<file path="src/rtl/hilo_divider_if.sv">
// Issue/move/result bundle between the MIPS datapath and the HI/LO divide unit.
// The datapath drives through master; the divider sits on slave.
interface hilo_divider_if #(
  parameter int WIDTH = 32
);
  logic             start;
  logic             is_signed;
  logic [WIDTH-1:0] dividend;
  logic [WIDTH-1:0] divisor;
  logic             mthi;
  logic             mtlo;
  logic [WIDTH-1:0] wdata;
  logic             busy;
  logic             done;
  logic [WIDTH-1:0] hi;
  logic [WIDTH-1:0] lo;

  modport master (
    output start, is_signed, dividend, divisor, mthi, mtlo, wdata,
    input  busy, done, hi, lo
  );

  modport slave (
    input  start, is_signed, dividend, divisor, mthi, mtlo, wdata,
    output busy, done, hi, lo
  );
endinterface

</file>
<file path="src/rtl/hilo_divider.sv">
// Restoring shift-subtract divider, one quotient bit per clock, owning the MIPS HI/LO
// registers: quotient to LO, remainder to HI, plus mthi/mtlo writes while idle.
module hilo_divider #(
  parameter int WIDTH = 32
) (
  input  logic           clk,
  input  logic           reset,
  hilo_divider_if.slave  bus
);
  localparam int CW = $clog2(WIDTH + 1);

  typedef enum logic [1:0] {IDLE, RUN, FINISH} state_t;

  state_t           state;
  logic [CW-1:0]    cnt;
  logic [WIDTH-1:0] q;
  logic [WIDTH-1:0] r;
  logic [WIDTH-1:0] dvs;
  logic             qsign;
  logic             rsign;
  logic             busy_q;
  logic             done_q;
  logic [WIDTH-1:0] hi_q;
  logic [WIDTH-1:0] lo_q;

  logic [WIDTH:0]   rsh;
  logic [WIDTH-1:0] rdiff;
  logic             take;

  // -2^(WIDTH-1) negates to its own bit pattern, which is the correct unsigned magnitude.
  function automatic logic [WIDTH-1:0] magnitude(input logic signed [WIDTH-1:0] v,
                                                 input logic                    sgn);
    if (sgn && (v < 0)) return WIDTH'(-v);
    return WIDTH'(v);
  endfunction

  function automatic logic [WIDTH-1:0] apply_sign(input logic [WIDTH-1:0] v,
                                                  input logic             neg);
    return neg ? WIDTH'(-v) : v;
  endfunction

  // Partial remainder stays below the divisor, so the low WIDTH bits of the difference suffice.
  always_comb begin
    rsh   = {r, q[WIDTH-1]};
    take  = (rsh >= {1'b0, dvs});
    rdiff = rsh[WIDTH-1:0] - dvs;
  end

  always_ff @(posedge clk) begin
    if (reset) begin
      state  <= IDLE;
      cnt    <= '0;
      busy_q <= 1'b0;
      done_q <= 1'b0;
      hi_q   <= '0;
      lo_q   <= '0;
    end else begin
      case (state)
        IDLE: begin
          if (bus.start) begin
            state  <= RUN;
            busy_q <= 1'b1;
            cnt    <= CW'(WIDTH);
            q      <= magnitude(bus.dividend, bus.is_signed);
            dvs    <= magnitude(bus.divisor, bus.is_signed);
            r      <= '0;
            qsign  <= bus.is_signed & (bus.dividend[WIDTH-1] ^ bus.divisor[WIDTH-1]);
            rsign  <= bus.is_signed & bus.dividend[WIDTH-1];
          end else begin
            if (bus.mthi) hi_q <= bus.wdata;
            if (bus.mtlo) lo_q <= bus.wdata;
          end
        end
        RUN: begin
          q   <= {q[WIDTH-2:0], take};
          r   <= take ? rdiff : rsh[WIDTH-1:0];
          cnt <= cnt - CW'(1);
          if (cnt == CW'(1)) begin
            state  <= FINISH;
            done_q <= 1'b1;
          end
        end
        FINISH: begin
          // Divide by zero leaves q all ones unnegated; re-signing the remainder restores the dividend.
          lo_q   <= apply_sign(q, qsign && (dvs != '0));
          hi_q   <= apply_sign(r, rsign);
          done_q <= 1'b0;
          busy_q <= 1'b0;
          state  <= IDLE;
        end
        default: begin
          state  <= IDLE;
          busy_q <= 1'b0;
          done_q <= 1'b0;
        end
      endcase
    end
  end

  assign bus.busy = busy_q;
  assign bus.done = done_q;
  assign bus.hi   = hi_q;
  assign bus.lo   = lo_q;
endmodule
</file>
<file path="src/flat_wrapper.sv">
// flat-port wrapper written by rule: the top's interface ports become plain ports
module hilo_divider_flat 
#(
  parameter int WIDTH = 32
)
  (clk, reset, bus_start, bus_is_signed, bus_dividend, bus_divisor, bus_mthi, bus_mtlo, bus_wdata, bus_busy, bus_done, bus_hi, bus_lo);
  hilo_divider_if #(.WIDTH(WIDTH)) bus_i ();
  input  logic clk;
  input  logic reset;
  input wire logic [$bits(bus_i.start)-1:0] bus_start;
  input wire logic [$bits(bus_i.is_signed)-1:0] bus_is_signed;
  input wire logic [$bits(bus_i.dividend)-1:0] bus_dividend;
  input wire logic [$bits(bus_i.divisor)-1:0] bus_divisor;
  input wire logic [$bits(bus_i.mthi)-1:0] bus_mthi;
  input wire logic [$bits(bus_i.mtlo)-1:0] bus_mtlo;
  input wire logic [$bits(bus_i.wdata)-1:0] bus_wdata;
  output wire logic [$bits(bus_i.busy)-1:0] bus_busy;
  output wire logic [$bits(bus_i.done)-1:0] bus_done;
  output wire logic [$bits(bus_i.hi)-1:0] bus_hi;
  output wire logic [$bits(bus_i.lo)-1:0] bus_lo;
  assign bus_i.start = bus_start;
  assign bus_i.is_signed = bus_is_signed;
  assign bus_i.dividend = bus_dividend;
  assign bus_i.divisor = bus_divisor;
  assign bus_i.mthi = bus_mthi;
  assign bus_i.mtlo = bus_mtlo;
  assign bus_i.wdata = bus_wdata;
  assign bus_busy = bus_i.busy;
  assign bus_done = bus_i.done;
  assign bus_hi = bus_i.hi;
  assign bus_lo = bus_i.lo;
  hilo_divider #(.WIDTH(WIDTH)) u_core (.clk(clk), .reset(reset), .bus(bus_i));
endmodule
</file>
<file path="config.mk">
export PLATFORM = sky130hd
export DESIGN_NAME = hilo_divider_flat
export DESIGN_NICKNAME = d
export VERILOG_FILES = /design/src/rtl/hilo_divider_if.sv /design/src/rtl/hilo_divider.sv /design/src/flat_wrapper.sv
export SDC_FILE = /design/constraint.sdc
export NUM_CORES = 1
export LEC_CHECK = 0
export CAP_MARGIN = 15
export CORE_MARGIN = 2
export CORE_UTILIZATION = 40
export DETAILED_ROUTE_END_ITERATION = 16
export GPL_TIMING_DRIVEN = 0
export RECOVER_POWER = 100
export SLEW_MARGIN = 30
export SYNTH_ARGS = -nofsm -noshare
export SYNTH_HDL_FRONTEND = slang
export SYNTH_SLANG_ARGS = --single-unit
</file>
<file path="constraint.sdc">
create_clock -name clk -period 3.34 [get_ports clk]
set_input_delay 0.668 -clock clk [delete_from_list [all_inputs] [get_ports clk]]
set_output_delay 0.668 -clock clk [all_outputs]
set_load 0.01 [all_outputs]
</file>
==> flow_summary.json, run 1 <==
{
  "antenna_found_initial": 0,
  "timing.hold.ws_ns": 0.457,
  "synth_common_cells": "145 x nand2_1, 122 x nor2_1, 98 x edfxtp_1",
  "core_um2": 28500,
  "first_pass_iters": 5,
  "fin_cells": 1889,
  "final.min_clock_period_ns": 3.19,
  "seq_area_frac_synth": 0.384,
  "drc_errors": 0,
  "grt_first_pass_wirelength_um": 57200,
  "p_leak_uw": 0.00531,
  "cp-end-kind": "register",
  "netlist_instances": 1298,
  "setup_viol": 0,
  "critPathKind": "register to register",
  "fp-row-count": 62,
  "start_util": 0.403,
  "area_growth_pct": 24.9,
  "finalCritPeriodShare": 0.954,
  "synth_fp_nets": 1439,
  "die_w_um": 174,
  "worst-path-max-fanout": 10,
  "antennaDiodeCount": 0,
  "cts_root_buf": "clkbuf_16",
  "gr-usage-all-layers": 0.241,
  "syn_area_um2": 11500,
  "netlist.area_leader.share": 0.255,
  "dieHeight_um": 174,
  "slew_headroom": 0.355,
  "drt_iter0_drc": 763,
  "worstSetupStartpointType": "register",
  "ys_types": 76,
  "synth.most_common_cell": "nand2_1",
  "slew_violations": 0,
  "synth_edf_count": 98,
  "routedWlPerCell_um": 19.4,
  "drv_cap": 0,
  "fmax_mhz": 314,
  "die-area_um2": 30200,
  "outcome": "complete, no violations",
  "yosys-top-cells-area": "edfxtp_1 26%, dfxtp_1 13%, xnor2_1 7.1%, a211oi_1 5.2%, mux2i_1 5.0%",
  "peakVddDrop_v": 0.000281,
  "clkLatencyLatePin_ns": 0.44,
  "finalClockSkew_ns": 0.0163,
  "cts_tree": "built",
  "place_ws_ns": -0.295,
  "grt_max_degree": 34,
  "hold_viol": 0,
  "clockBufferDepth": 2,
  "grt-ovfl-total": 0,
  "ios": 168,
  "port_buffers": 167,
  "postCtsHoldBufs": 0,
  "synth_top_cell_by_area": "edfxtp_1",
  "critPathRequiredTime_ns": 3.61,
  "holdCritPathClass": "register to register",
  "synth_warnings": 0,
  "layout.nets": 1633,
  "vias_per_cell": 5.61,
  "drive_above_1_share": 0.0518,
  "tightestPinTransition_ns": 0.964,
  "clk_pin_slew_ns": 0.08,
  "h-tree-depth": 4,
  "synthFlopType": "edfxtp_1",
  "layout_setup_ws_ns": 0.153,
  "ant_nets": 0,
  "p_per_area_nw_per_um2": 430,
  "place.gp.congestion": 0.924,
  "ys_seq_elements": 172,
  "postSynth.asyncResetShare": 0,
  "grt_pass1_vias": 10051,
  "crit_arrival_ns": 3.46,
  "dpl.hpwl_um": 28900,
  "vias": 10601,
  "cts_buffers": 17,
  "dp_cells": 1851,
  "numClockSinks": 172,
  "avgSynthCellArea_um2": 8.87,
  "drt_wl_total_um": 36700,
  "finish.utilization": 0.504
}
==> report_power, final <==
part           leakage [uW]  internal [uW]  switching [uW]
clock              0.000277            999             976
sequential          0.00154           2440             177
combinational       0.00349            690             902
==> through the flow <==
| step | TNS, ns | instance area, um2 | power [uW] |
|---|---|---|---|
| final | 0 | 14400 | 6180 |
| after global routing | -0.104 | 14400 | 6460 |
| after CTS | -0.00325 | 14300 | 6190 |
| after detailed placement | -2.27 | 13700 | 4220 |
| after global placement | -100.35 | 13700 | 4200 |
| after floorplan | 0 | 11500 | 3600 |
==> placed cells by master, fill, tap and decap left out, types with 23 or more instances in the layout <==
master and instances:
edfxtp_1 98, xor2_1 51, inv_1 63, o21ai_0 57, a211oi_1 80, nor3_1 26, nand3_1 23, nor2_1 121
ha_1 37, nand2_1 145, clkdlybuf4s50_1 95, o31ai_1 27, mux2i_1 57, a21oi_1 79, dlygate4sd3_1 72, xnor2_1 93
clkbuf_1 48, dfxtp_1 74
==> area by class of cell <==
class	instances	area [um2]
fillers	2786	14200
multi-input cells	1002	6670
flip-flops and latches	172	4420
repair buffers	175	1750
well taps	384	480
clock buffers	18	429
plain buffers	60	240
inverters	64	240
clock inverters	14	153
==> path summary, 6_finish.rpt <==
path | start | endpoint | slack [ns] | cells past startpoint
worst max-delay path | u_core.r[3] | u_core.r[13] | 0.15 | 11
worst min-delay path | u_core.bus.done | u_core.bus.done | 0.46 | 1
worst max register to register | u_core.r[3] | u_core.r[13] | 0.15 | 11
worst min register to register | u_core.bus.done | u_core.bus.done | 0.46 | 1
==> routing by layer <==
| metal | global-route usage | vias to the layer above | wire (um) |
|---|---|---|---|
| li1 | - | 5109 | - |
| met1 | 0.353 | 5050 | 17500 |
| met2 | 0.370 | 390 | 16000 |
| met3 | 0.0355 | 52 | 2290 |
| met4 | 0.0676 | 0 | 814 |
| met5 | 0 | - | 0 |
==> registers in the layout (all words and copies together), names as in the netlist <==
| name | cells |
|---|---|
| u_core.r | 32 |
| u_core.q | 32 |
| u_core.bus.lo | 32 |
| u_core.bus.hi | 32 |
| u_core.bus.done | 1 |
| u_core.dvs | 32 |
| u_core.cnt | 6 |
| u_core.qsign | 1 |
| u_core.state | 2 |
| u_core.bus.busy | 1 |
| u_core.rsign | 1 |
==> worst max-delay path, stage by stage (launching register included) <==
cell and delay [ns]:
edfxtp_1 0.49, ha_1 0.40, a21oi_1 0.28, a21oi_1 0.15
a211oi_2 0.35, o21ai_2 0.19, a311oi_4 0.36, or2_1 0.15
buf_2 0.20, buf_4 0.21, nand2_1 0.08, a21oi_1 0.16
==> what timing repair did <==
item | 4_1_cts | 5_1_grt
hold endpoints to repair | 0 | 0
buffers inserted | 1 | 5
setup endpoints to repair | 32 | 33
pin swaps | 1 | 2
resized for setup | 2 | 16
==> cell families after synthesis <==
| group | share of synthesized area |
|---|---|
| mux | 0.0495 |
| buf+inv | 0.0419 |
| xor+xnor | 0.109 |
| simple gates | 0.179 |
| fa+ha+maj | 0.0430 |
| flops | 0.384 |
| compound gates | 0.192 |
Note: power is estimated with default switching activity, not from simulation.
==> run 2, diff against run 1 <==
Settings changed: CORE_MARGIN 2 to default.
Clock period 3.34 ns to 4 ns, I/O delays scaled along.
==> run 2 against run 1 <==
Compared with the run above: flip-flop and latch count stayed put; combinational power is 19% lower; clock skew is 0.0018 ns lower; sequential power is 16% lower; non-clock buffer count is 6 lower; die area is 2.3% lower; via count is 1.3% lower; critical endpoint is now u_core.r[2].
==> flow_summary.json, run 2 (synthesized netlist as in run 1, its figures left out) <==
{
  "outcome": "complete, no violations",
  "antenna_found_initial": 0,
  "postCtsSetupRepairBufs": 0,
  "peakVddDrop_v": 0.000242,
  "timing.hold.ws_ns": 0.456,
  "r2r_slack_ns": 0.31,
  "postCtsHoldBufs": 0,
  "gr-usage-all-layers": 0.251,
  "final.min_clock_period_ns": 3.69,
  "crit_arrival_ns": 3.83,
  "drc_errors": 0,
  "grt_pass1_vias": 9761,
  "grt_max_degree": 36,
  "vias_per_cell": 5.58,
  "multi_input_area_um2": 6580,
  "tightestPinTransition_ns": 1.36,
  "swShare": 0.317,
  "slew_headroom": 0.0945,
  "finalClockSkew_ns": 0.0145,
  "p_int_uw": 3610,
  "start_util": 0.410,
  "clkLatencyLatePin_ns": 0.44,
  "reg2reg_to": "u_core.r[2]",
  "whs_path_depth": 1,
  "drt_wl_total_um": 36800,
  "port_buffers": 167,
  "numClockSinks": 172,
  "p_per_area_nw_per_um2": 370,
  "first_pass_iters": 5,
  "drive_above_1_share": 0.0374,
  "grt_first_pass_wirelength_um": 55800,
  "dpl.hpwl_um": 29400,
  "startpoint": "u_core.r[22]",
  "endpoint": "u_core.r[2]",
  "vias": 10467,
  "placed_cell_area_um2": 13700,
  "hold_viol": 0,
  "drv_cap": 0,
  "cp-end-kind": "register",
  "clockBufferDepth": 2,
  "pwr-share-clk": 0.342,
  "reg2reg_from": "u_core.r[22]",
  "finalCritPeriodShare": 0.924,
  "critPathRequiredTime_ns": 4.14,
  "rsz0062_at_grt": "false",
  "final_cell_mix": "145 x nand2_1, 123 x nor2_1, 98 x edfxtp_1",
  "core_um2": 28100,
  "post-route-cell-area_um2": 14300,
  "reg2reg_depth": 10,
  "setup_viol": 0,
  "regArea_um2": 4420,
  "dieHeight_um": 172,
  "h-tree-depth": 4,
  "place.gp.congestion": 0.916,
  "slew_violations": 0,
  "p_leak_uw": 0.00527,
  "ant_nets": 0,
  "cts_buffers": 17,
  "area_growth_pct": 23.9,
  "power_uw": 5280,
  "holdCritPathClass": "register to register",
  "worstSetupStartpointType": "register",
  "combPwrFrac": 0.244,
  "final_common_cell": "nand2_1",
  "die-area_um2": 29500,
  "drt_iter0_drc": 814,
  "routedWlPerCell_um": 19.6,
  "ios": 168,
  "cts_tree": "built",
  "fillers": 2767,
  "die_w_um": 172,
  "pwr-share-seq": 0.414,
  "layout.nets": 1627,
  "fmax_mhz": 271,
  "antennaDiodeCount": 0,
  "cts_resized": 0,
  "critPathKind": "register to register",
  "worst-path-max-fanout": 10,
  "switchingPower_uw": 1680,
  "cts_root_buf": "clkbuf_16",
  "grt-ovfl-total": 0,
  "fp-row-count": 61,
  "clk_pin_slew_ns": 0.08
}
==> run 2: cell count changes in the layout (fill, tap and decap cells not counted), moves of 2 or more <==
| cell | before | now |
|---|---|---|
| buf_4 | 8 | 0 |
| o21ai_2 | 2 | 0 |
| buf_2 | 4 | 2 |
| o21ai_0 | 57 | 60 |
| nor2_2 | 2 | 0 |
| bufinv_16 | 0 | 3 |
| clkbuf_2 | 2 | 4 |
| clkbuf_1 | 48 | 51 |
| nor2_1 | 121 | 123 |
| clkinv_8 | 3 | 1 |
==> run 2: worst min-delay path by stage <==
stage	from	endpoint	slack, ns
6_report	u_core.bus.done	u_core.bus.done	0.46
5_1_grt	u_core.bus.done	u_core.bus.done	0.49
3_5_place_dp	u_core.bus.done	u_core.bus.done	0.44
2_1_floorplan	u_core.cnt[0]	u_core.cnt[0]	0.47
4_1_cts	u_core.bus.done	u_core.bus.done	0.47
3_3_place_gp	u_core.bus.done	u_core.bus.done	0.45
==> run 2: final cells by class <==
cell class | instances | area share
inverter | 64 | 0.0168
timing repair buffer | 169 | 0.118
clock inverter | 14 | 0.0144
multi-input combinational | 1002 | 0.461
tap | 378 | 0.0331
sequential | 172 | 0.310
buffer | 60 | 0.0163
clock buffer | 18 | 0.0301
==> run 2: per-stage QoR <==
stage	setup WS, ns	utilization	std cells	TNS (ns)
after global routing	0.0792	0.508	1877	0
after detailed placement	0.192	0.489	1845	0
after CTS	0.443	0.511	1877	0
final	0.306	0.508	1877	0
after global placement	-0.537	0.486	1843	-46.06
after floorplan	0.919	-	1298	0
==> run 2: power by group through the flow <==
stage / logic, uW / clock network (uW) / registers [uW]
after floorplan: 827 / 0 / 2180
after global placement: 1280 / 0 / 2230
after detailed placement: 1300 / 0 / 2220
after CTS: 1310 / 1820 / 2180
after global routing: 1420 / 1900 / 2200
final: 1290 / 1810 / 2190
==> run 2: routing by layer <==
metal | wire, um | vias to the layer above | GRT usage
li1 | - | 5110 | -
met1 | 17300 | 4957 | 0.362
met2 | 16200 | 361 | 0.380
met3 | 2560 | 39 | 0.0435
met4 | 706 | 0 | 0.0718
met5 | 0 | - | 0
==> run 2: critical path: stages, from the launching register on <==
cell	delay, ns
edfxtp_1	0.55
ha_1	0.43
a21o_1	0.20
a21oi_1	0.34
o21ai_1	0.27
nand4b_1	0.32
a311oi_2	0.50
or2_1	0.17
clkbuf_2	0.24
clkbuf_2	0.27
a211oi_1	0.11
==> run 3, diff against run 2 <==
Settings changed: SLEW_MARGIN 30 to 20.
==> run 3 against run 2 <==
Compared with the run above: the run now ends with max-capacitance violations left; design area decreased by 0.18%; via count increased by 0.15%; clock skew decreased by 0.0038 ns; critical path depth increased by 1; utilization decreased by 0.089 points; worst setup slack got worse by 0.0091 ns; wire length about the same; clock-buffer cell count unchanged; sequential power about the same; maximum frequency decreased by 0.25%; total power decreased by 0.97%; flip-flop and latch count unchanged.
==> flow_summary.json, run 3 (synthesized netlist as in run 1, its figures left out) <==
{
  "slew_headroom": 0.00373,
  "violations": "max-capacitance violations",
  "final_cell_mix": "145 x nand2_1, 123 x nor2_1, 98 x edfxtp_1",
  "hold_viol": 0,
  "cts_buffers": 17,
  "postCtsHoldBufs": 0,
  "swShare": 0.323,
  "area_growth_pct": 23.7,
  "core_um2": 28100,
  "numClockSinks": 172,
  "reg2reg_depth": 11,
  "fmax_mhz": 270,
  "dp_cells": 1845,
  "p_per_area_nw_per_um2": 367,
  "cpPeakStageDelay_ns": 0.54,
  "grt_max_degree": 36,
  "whs_path_depth": 2,
  "regArea_um2": 4420,
  "min_to": "u_core.bus.busy",
  "gr-usage-all-layers": 0.252,
  "worst-path-buf-inv": 2,
  "ant_nets": 0,
  "vias": 10483,
  "cts_resized": 0,
  "port_buffers": 167,
  "finalCritPeriodShare": 0.926,
  "placed_cell_area_um2": 13700,
  "layout.nets": 1627,
  "cp_slowest_cell": "edfxtp_1",
  "slew_violations": 0,
  "p_leak_uw": 0.00526,
  "drt_wl_total_um": 36800,
  "finalClockSkew_ns": 0.0106,
  "finish.utilization": 0.507,
  "worstSetupStartpointType": "register",
  "p_int_uw": 3540,
  "rsz0062_at_grt": "false",
  "multi_input_area_um2": 6580,
  "cts_root_buf": "clkbuf_16",
  "antennaDiodeCount": 0,
  "start_util": 0.410,
  "reg2reg_from": "u_core.r[22]",
  "antenna_found_initial": 0,
  "clk_pin_slew_ns": 0.08,
  "cp_cell_sequence": "ha_1 -> a21o_1 -> a21oi_1 -> o21ai_1 -> nand4b_1 -> a311oi_2 -> or2_1 -> clkbuf_2 -> clkbuf_2 -> nand2_1 -> a21oi_1",
  "drv_cap": 1,
  "grt_pass1_vias": 9751,
  "dieHeight_um": 172,
  "switchingPower_uw": 1690,
  "die-area_um2": 29500,
  "r2r_slack_ns": 0.30,
  "place.gp.congestion": 0.916,
  "combPwrFrac": 0.246,
  "timing.hold.ws_ns": 0.471,
  "clkLatencyLatePin_ns": 0.44,
  "cts_tree": "built",
  "tightestPinTransition_ns": 1.49,
  "grt-ovfl-total": 0,
  "post-route-cell-area_um2": 14200,
  "ios": 168,
  "cp_top_family": "compound AO/OA/AOI/OAI gates",
  "setup_viol": 0,
  "outcome": "complete, but fails checks",
  "clockBufferDepth": 2,
  "final.min_clock_period_ns": 3.70,
  "pwr-share-clk": 0.336,
  "critPathRequiredTime_ns": 4.28,
  "fillers": 2821,
  "grt_first_pass_wirelength_um": 56200,
  "routedWlPerCell_um": 19.6,
  "h-tree-depth": 4,
  "dpl.hpwl_um": 29300,
  "drt_iter0_drc": 910,
  "die_w_um": 172,
  "peakVddDrop_v": 0.000245,
  "layout_setup_ws_ns": 0.297,
  "drc_errors": 0,
  "first_pass_iters": 5,
  "postCtsSetupRepairBufs": 0,
  "crit_arrival_ns": 3.98,
  "place_ws_ns": 0.228,
  "critPathKind": "register to register",
  "drive_above_1_share": 0.0380,
  "reg2reg_to": "u_core.r[18]",
  "vias_per_cell": 5.58,
  "pwr-share-seq": 0.418,
  "fp-row-count": 61,
  "final_common_cell": "nand2_1",
  "cp-end-kind": "register",
  "holdCritPathClass": "register to register",
  "fin_cells": 1877,
  "worst-path-max-fanout": 10,
  "min-delay-start": "u_core.bus.busy"
}
-- run 3: worst max path at each step --
stage	start	to	slack, ns	depth (start not counted)
global placement	reset	u_core.r[15]	-0.54	4
global route	u_core.r[22]	u_core.r[14]	0.07	11
detailed placement	bus_dividend[4]	u_core.q[28]	0.23	9
finish	u_core.r[22]	u_core.r[18]	0.30	11
floorplan	reset	u_core.dvs[0]	0.92	3
CTS	u_core.r[22]	u_core.r[9]	0.42	10
-- run 3: cell type report --
| cell class | instances | area share |
|---|---|---|
| well taps | 378 | 0.0332 |
| flip-flops and latches | 172 | 0.311 |
| plain buffers | 60 | 0.0163 |
| inverters | 64 | 0.0169 |
| multi-input cells | 1002 | 0.462 |
| repair buffers | 169 | 0.118 |
| clock inverters | 14 | 0.0128 |
| clock buffers | 18 | 0.0301 |
-- run 3: power by group through the flow --
stage          clock (uW)  combinational, uW  sequential (uW)
2_1_floorplan           0                827             2180
3_3_place_gp            0               1280             2230
3_5_place_dp            0               1300             2220
4_1_cts              1760               1310             2180
5_1_grt              1840               1420             2200
6_report             1760               1290             2190
-- run 3: worst reg2reg max path, delay by kind of cell, from the launching register on --
kind	cells	cell delay [ns]
AO/OA/AOI/OAI	5	1.49
adder cells (fa/ha/maj)	1	0.43
buffers and inverters	2	0.52
flip-flops	1	0.54
AND/OR/NAND/NOR	3	0.56
-- run 3: through the flow --
stage	total power (uW)	TNS (ns)
floorplan	3010	0
global placement	3510	-46.06
detailed placement	3520	0
CTS	5260	0
global route	5460	0
finish	5230	0
-- run 3: layer usage --
layer | GRT usage | wire [um]
met5 | 0 | 0
met4 | 0.0703 | 611
met3 | 0.0336 | 2130
met2 | 0.384 | 16200
met1 | 0.370 | 17800
